`src/rtl/sync_fifo_pkg.sv`:
```
// rtl/sync_fifo_pkg.sv - shared constants and helpers for sync_fifo_flex
package sync_fifo_pkg;

    localparam int FWFT_OFF = 0;
    localparam int FWFT_ON  = 1;

    // Address bits needed to index a DEPTH-entry memory.
    function automatic int ptr_width(input int depth);
        return (depth > 1) ? $clog2(depth) : 1;
    endfunction

endpackage

```
`src/rtl/sync_fifo_ram.sv`:
```
// rtl/sync_fifo_ram.sv - single-clock storage, registered write, combinational read
module sync_fifo_ram #(
    parameter int DATAWIDTH = 8,
    parameter int DEPTH     = 8,
    parameter int AW        = 3
) (
    input  logic                 clk,
    input  logic                 we,
    input  logic [AW-1:0]        waddr,
    input  logic [DATAWIDTH-1:0] wdata,
    input  logic [AW-1:0]        raddr,
    output logic [DATAWIDTH-1:0] rdata
);

    logic [DATAWIDTH-1:0] r_mem [DEPTH];

    always_ff @(posedge clk) begin
        if (we) begin
            r_mem[waddr] <= wdata;
        end
    end

    assign rdata = r_mem[raddr];

endmodule

```
`src/rtl/sync_fifo_flex.sv`:
```
// rtl/sync_fifo_flex.sv - single-clock FIFO with occupancy count, thresholds,
// optional first-word-fall-through, flush and sticky error flags
module sync_fifo_flex
    import sync_fifo_pkg::*;
#(
    parameter int DATAWIDTH = 8,
    parameter int DEPTH     = 8,
    parameter int FWFT      = FWFT_OFF,
    parameter int AF_LEVEL  = DEPTH - 1,
    parameter int AE_LEVEL  = 1
) (
    input  logic                   clk,
    input  logic                   rst,
    input  logic                   flush,
    input  logic                   clr_err,
    input  logic                   wr,
    input  logic [DATAWIDTH-1:0]   wdata,
    input  logic                   rd,
    output logic [DATAWIDTH-1:0]   rdata,
    output logic                   rvalid,
    output logic                   full,
    output logic                   empty,
    output logic                   almost_full,
    output logic                   almost_empty,
    output logic [$clog2(DEPTH):0] count,
    output logic                   overflow,
    output logic                   underflow
);

    localparam int PW = ptr_width(DEPTH);
    localparam logic [PW:0] L_DEPTH = (PW+1)'(DEPTH);
    localparam logic [PW:0] L_AF    = (PW+1)'(AF_LEVEL);
    localparam logic [PW:0] L_AE    = (PW+1)'(AE_LEVEL);
    localparam logic [PW:0] L_ONE   = {{PW{1'b0}}, 1'b1};

    if ((DEPTH < 2) || ((DEPTH & (DEPTH - 1)) != 0) ||
        (AF_LEVEL < 1) || (AF_LEVEL > DEPTH) ||
        (AE_LEVEL < 0) || (AE_LEVEL > DEPTH - 1)) begin : g_bad_params
        $error("sync_fifo_flex: illegal DEPTH, AF_LEVEL or AE_LEVEL");
    end

    logic [PW:0]          r_wptr;
    logic [PW:0]          r_rptr;
    logic [PW:0]          r_count;
    logic [DATAWIDTH-1:0] r_rdata;
    logic                 r_rvalid;
    logic                 r_overflow;
    logic                 r_underflow;

    logic [DATAWIDTH-1:0] w_ram_rdata;
    logic                 w_full;
    logic                 w_empty;
    logic                 w_op_en;
    logic                 w_wr_acc;
    logic                 w_rd_acc;
    logic                 w_ovf_evt;
    logic                 w_unf_evt;

    // Flags come from the registered count, so acceptance uses start-of-cycle state.
    assign w_full    = (r_count == L_DEPTH);
    assign w_empty   = (r_count == '0);
    assign w_op_en   = !rst && !flush;
    assign w_wr_acc  = w_op_en && wr && !w_full;
    assign w_rd_acc  = w_op_en && rd && !w_empty;
    assign w_ovf_evt = w_op_en && wr && w_full;
    assign w_unf_evt = w_op_en && rd && w_empty;

    sync_fifo_ram #(
        .DATAWIDTH (DATAWIDTH),
        .DEPTH     (DEPTH),
        .AW        (PW)
    ) u_ram (
        .clk   (clk),
        .we    (w_wr_acc),
        .waddr (r_wptr[PW-1:0]),
        .wdata (wdata),
        .raddr (r_rptr[PW-1:0]),
        .rdata (w_ram_rdata)
    );

    always_ff @(posedge clk) begin
        if (rst) begin
            r_wptr      <= '0;
            r_rptr      <= '0;
            r_count     <= '0;
            r_rdata     <= '0;
            r_rvalid    <= 1'b0;
            r_overflow  <= 1'b0;
            r_underflow <= 1'b0;
        end else begin
            if (flush) begin
                r_wptr   <= '0;
                r_rptr   <= '0;
                r_count  <= '0;
                r_rvalid <= 1'b0;
            end else begin
                if (w_wr_acc) r_wptr <= r_wptr + L_ONE;
                if (w_rd_acc) r_rptr <= r_rptr + L_ONE;
                case ({w_wr_acc, w_rd_acc})
                    2'b10:   r_count <= r_count + L_ONE;
                    2'b01:   r_count <= r_count - L_ONE;
                    default: r_count <= r_count;
                endcase
                r_rvalid <= w_rd_acc;
                if (w_rd_acc) r_rdata <= w_ram_rdata;
            end
            // A new error event wins over a coincident clear.
            if (w_ovf_evt)    r_overflow <= 1'b1;
            else if (clr_err) r_overflow <= 1'b0;
            if (w_unf_evt)    r_underflow <= 1'b1;
            else if (clr_err) r_underflow <= 1'b0;
        end
    end

    assign rdata        = (FWFT == FWFT_ON) ? w_ram_rdata : r_rdata;
    assign rvalid       = (FWFT == FWFT_ON) ? !w_empty    : r_rvalid;
    assign full         = w_full;
    assign empty        = w_empty;
    assign almost_full  = (r_count >= L_AF);
    assign almost_empty = (r_count <= L_AE);
    assign count        = r_count;
    assign overflow     = r_overflow;
    assign underflow    = r_underflow;

endmodule

```
`config.mk`:
```
export PLATFORM = sky130hd
export DESIGN_NAME = sync_fifo_flex
export DESIGN_NICKNAME = d
export VERILOG_FILES = /design/src/rtl/sync_fifo_pkg.sv /design/src/rtl/sync_fifo_ram.sv /design/src/rtl/sync_fifo_flex.sv
export SDC_FILE = /design/constraint.sdc
export NUM_CORES = 1
export LEC_CHECK = 0
export CAP_MARGIN = 20
export CORE_ASPECT_RATIO = 1.25
export CORE_MARGIN = 8
export CORE_UTILIZATION = 55
export CTS_CLUSTER_DIAMETER = 30
export DETAILED_ROUTE_END_ITERATION = 16
export MAX_ROUTING_LAYER = met4
export PLACE_DENSITY_LB_ADDON = 0.3
export SYNTH_ARGS = -nofsm -noshare
export SYNTH_HDL_FRONTEND = slang
export SYNTH_SLANG_ARGS = --single-unit
export TNS_END_PERCENT = 50
```
`constraint.sdc`:
```
create_clock -name clk -period 7 [get_ports clk]
set_input_delay 0.7 -clock clk [delete_from_list [all_inputs] [get_ports clk]]
set_output_delay 0.7 -clock clk [all_outputs]
set_load 0.01 [all_outputs]
```
==> impl.org <==
** Clock tree
- Post-CTS repair changed the size of 0 cells.
- TritonCTS built the clock tree.
- Post-CTS timing repair inserted 0 buffers for setup.
- Clk_lat worst skew :: 0.34 ns
- Deepest clock path buffer count :: 2
- The tree built by TritonCTS fans out to 85 sinks.
- CTS built an H-tree with a depth of 3.
- Root cell of the clock tree :: clkbuf_8
- Clock-pin slew was measured on the worst setup and hold paths at 0.08 ns.
- The number of hold buffers added after CTS was 0.
- The number of clock buffers added by TritonCTS is 9.

** Cells and area
- In the final design database the tool counted approximately 260 nets.
- 0 antenna diodes ended up in the layout.
- Fraction of final layout cells sized beyond drive strength 1 :: between 10% and 20%
- Syn-to-layout area delta :: 18.3%
- Post-route insts no fill :: approximately 330

** Drt
- The detail route stage leaves a number of antenna-violating nets equal to 0.
- Iter 0 DRT Violations :: ~170
- After detailed routing, the average wire length per cell comes to 18.6 µm.
- For this run, the detailed router's first-pass iteration total came to 4.
- Dividing the detail-routed via count by the number of cells gives ~5.5.
- Routed vias :: approximately 1800
- Remaining DRCs :: 0
- Routed Wire Length :: 6230 µm

** Flow run
- Max-cap violations in this run came to 0.

** Synth
- Post-Syn Instances :: 208
- Synthesized Nets :: approximately 230
- Flop and latch count out of synthesis :: between 80 and 90
- By area the synthesized netlist is led by edfxtp_1 (57%), dfxtp_1 (13%), mux4_2 (11%).
- Summing every instance area after synthesis gives 3350 µm².
- Number of enable flip-flop cells after synthesis :: 64
- After synthesis, flip-flops and latches occupy around 70% of the total area.
- Share of synthesized flip-flops with an asynchronous set or reset :: 0%
- During synthesis, Yosys emitted a total of 0 warnings.
- The synthesized design devotes to its leading area cell type between 50% and 60% of total area.
- Cell accounting for the most synthesized area :: edfxtp_1
- Count of distinct cell types in the synthesized netlist :: 38
- A synthesized cell averages about 16 µm².
- Most used flip-flop cell after synthesis :: edfxtp_1

** Setup path
- The critical path in this run is classified as input pin to flip-flop.
- Worst-case register-to-register setup slack :: 4.13 ns
- Data required, critical path :: 7.24 ns
- Master of the slowest instance on the critical path :: clkdlybuf4s50_1
- Number of cell instances on the worst register-to-register path :: 9
- Bufs and invs on worst path :: 1
- The most critical setup path has its startpoint at rst.
- The worst register-to-register path ends at count[3].
- The signal on the critical path passes through clkdlybuf4s50_1 -> nor3b_1 -> and2_1 -> ha_1 -> or4b_2 -> a21oi_1 -> xnor2_1 -> nor2_1.
- STA classifies the critical path startpoint as an input pin.
- Top cell family by delay on the critical path :: simple AND/OR/NAND/NOR gates
- Crit Reg-Reg Startpoint :: count[0]
- Arrival time at the worst endpoint :: 3.74 ns
- Crit end category :: flip-flop
- Of all nets on the critical path, the largest fanout is 15.
- Delay of the slowest cell on the worst path :: 0.65 ns

** Die
- Chip width :: between 80 and 90 µm
- During I/O placement, the number of pins put on the boundary was 33.
- Area of the core :: slightly above 6000 µm²
- Vertical die dimension :: ~100 µm
- The die covers just under 9000 µm².
- Initial Util :: a little under three fifths
- Floorplan row count :: 32

** GRT
- Number of antenna violations at the first check in global routing :: 0
- Summed over all layers, the global routing overflow is 0.
- Largest net degree at the start of global routing :: 18
- The via count of the first global-routing pass is 1892.
- Wire length of the first global-routing pass :: about 9900 µm
- Global-route usage over all layers :: 15.6%

** Pwr
- Leakage power summed over all cells :: ~0.0013 µW
- Worst voltage drop across the vdd grid :: about 0.2 mV
- After layout, the design draws a total of just over 900 µW.
- Power density over the cells :: roughly 230 nW/µm²

** Timing
- Setup violations remaining at the end of the flow were counted as 0.
- RSZ-0062 raised after global routing :: no
- In the finished design, the share of the clock period the worst path needs comes to between 50% and 60%.
- Final Hold Vio Count :: 0
- Clock Skews :: approximately 0.0039 ns
- The worst path needs 3.50 ns of the cycle, external delays included.
- Worst max-slew margin expressed relative to the limit :: a little over a third
- At the pin with the least slew margin, the transition time is between 0.9 and 1 ns.
- Post-route setup slack :: roughly 3.5 ns
- Achievable clock frequency :: roughly 0.29 GHz
- The number of pins exceeding their max-slew limit in the final report was 0.
- Setup total negative slack on the finished layout was measured at 0 ns.

** Placement
- Total half-perimeter wirelength after legalization and detailed placement :: 4130 µm
- The congestion estimate from routability-driven global placement came to approximately 0.77.
- Buffers placed on the I/O ports in this run total 32.
- Prior to clock tree synthesis, the placed netlist has a worst setup slack of ~3.2 ns.
- Including well taps, the total number of placed cells is ~320.

** Worst hold path
- Sink of the worst hold path :: r_wptr[0]
- In this run the most critical hold path is launched from r_wptr[0].
- Class of the worst hold path :: flip-flop to flip-flop
- The worst hold path was traced through 2 stages.

** Run status
- The run finished with clean final reports.
==> placed cells by master (no fill, tap or decap), types with 2 or more instances in the layout <==
cell / Yosys / routed
edfxtp_1: 64 / 64
clkdlybuf4s50_1: 0 / 32
nor2_1: 23 / 23
dfxtp_1: 21 / 21
mux4_2: 16 / 16
clkbuf_8: 0 / 12
nor3_1: 10 / 10
o22ai_1: 8 / 8
inv_1: 7 / 7
ha_1: 6 / 6
a21oi_1: 5 / 5
nand2b_1: 4 / 4
nand2_1: 4 / 4
xor2_1: 4 / 4
nor3b_1: 2 / 2
and2_1: 2 / 2
or3_1: 2 / 2
nand3_1: 2 / 2
o21ai_0: 2 / 2
buf_4: 1 / 2
==> worst max path at each step <==
stage,endpoint,slack [ns],cells after the start
finish,count[3],3.50,8
global route,count[3],3.25,8
CTS,count[3],3.49,8
detailed placement,count[3],3.16,8
global placement,count[3],3.25,8
floorplan,count[3],4.18,8
==> final cells by class <==
cell class / instances / area (µm²)
timing repair buffer: 34 / 335
fill: 439 / 2090
tap: 85 / 106
inverter: 7 / 26.3
clock inverter: 3 / 22.5
multi-input combinational: 107 / 937
clock buffer: 13 / 190
sequential: 85 / 2340
==> cell families (layout without fill, tap and decap cells) <==
family          count (synthesis)  in the layout  share of synthesized area [%]
flops                          85             85                           70.0
simple gates                   60             60                           9.98
compound gates                 19             19                           3.40
mux                            17             17                           11.1
buf+inv                        16             57                           2.06
fa+ha+maj                       6              6                           2.24
xor+xnor                        5              5                           1.31
==> stage by stage <==
stage / hold slack [ns] / util [%] / instance area, µm²
after floorplan: 0.454 / - / 3350
after global placement: 0.474 / 62.0 / 3750
after detailed placement: 0.479 / 62.0 / 3750
after CTS: 0.492 / 65.5 / 3960
after global routing: 0.510 / 65.5 / 3960
final: 0.490 / 65.5 / 3960
==> registers in the layout, summed over array words and instances (netlist names) <==
| name | flops |
|---|---|
| u_ram.r_mem | 64 |
| rvalid | 1 |
| count | 4 |
| rdata | 8 |
| r_wptr | 3 |
| overflow | 1 |
| r_rptr | 3 |
| underflow | 1 |
==> tightest hold or removal path, stage by stage, from the launching register on <==
cell and delay [ns]:
dfxtp_1 0.33, nand2_1 0.06, a21oi_1 0.06
==> synth_stat cells (3+ instances only) <==
cell / number
ha_1: 6
nor2_1: 23
mux4_2: 16
nand2_1: 4
inv_1: 7
clkbuf_1: 3
nand2b_1: 4
nor3_1: 10
dfxtp_1: 21
xor2_1: 4
o22ai_1: 8
buf_2: 4
edfxtp_1: 64
a21oi_1: 5
==> routing by layer <==
metal  up-vias  GRT usage (%)  wire (µm)
li1        867              -          -
met1       910           18.7       2760
met2        59           24.3       3070
met3         6           4.19        342
met4         0           6.89         53
met5         -              -          0
==> power breakdown <==
group          internal (µW)  switching, µW  total, µW
Combinational           15.0           15.7       30.7
Clock                    181            166        347
Sequential               543           1.53        545
Total                    740            183        923
Power figures use the tool's default switching activity.
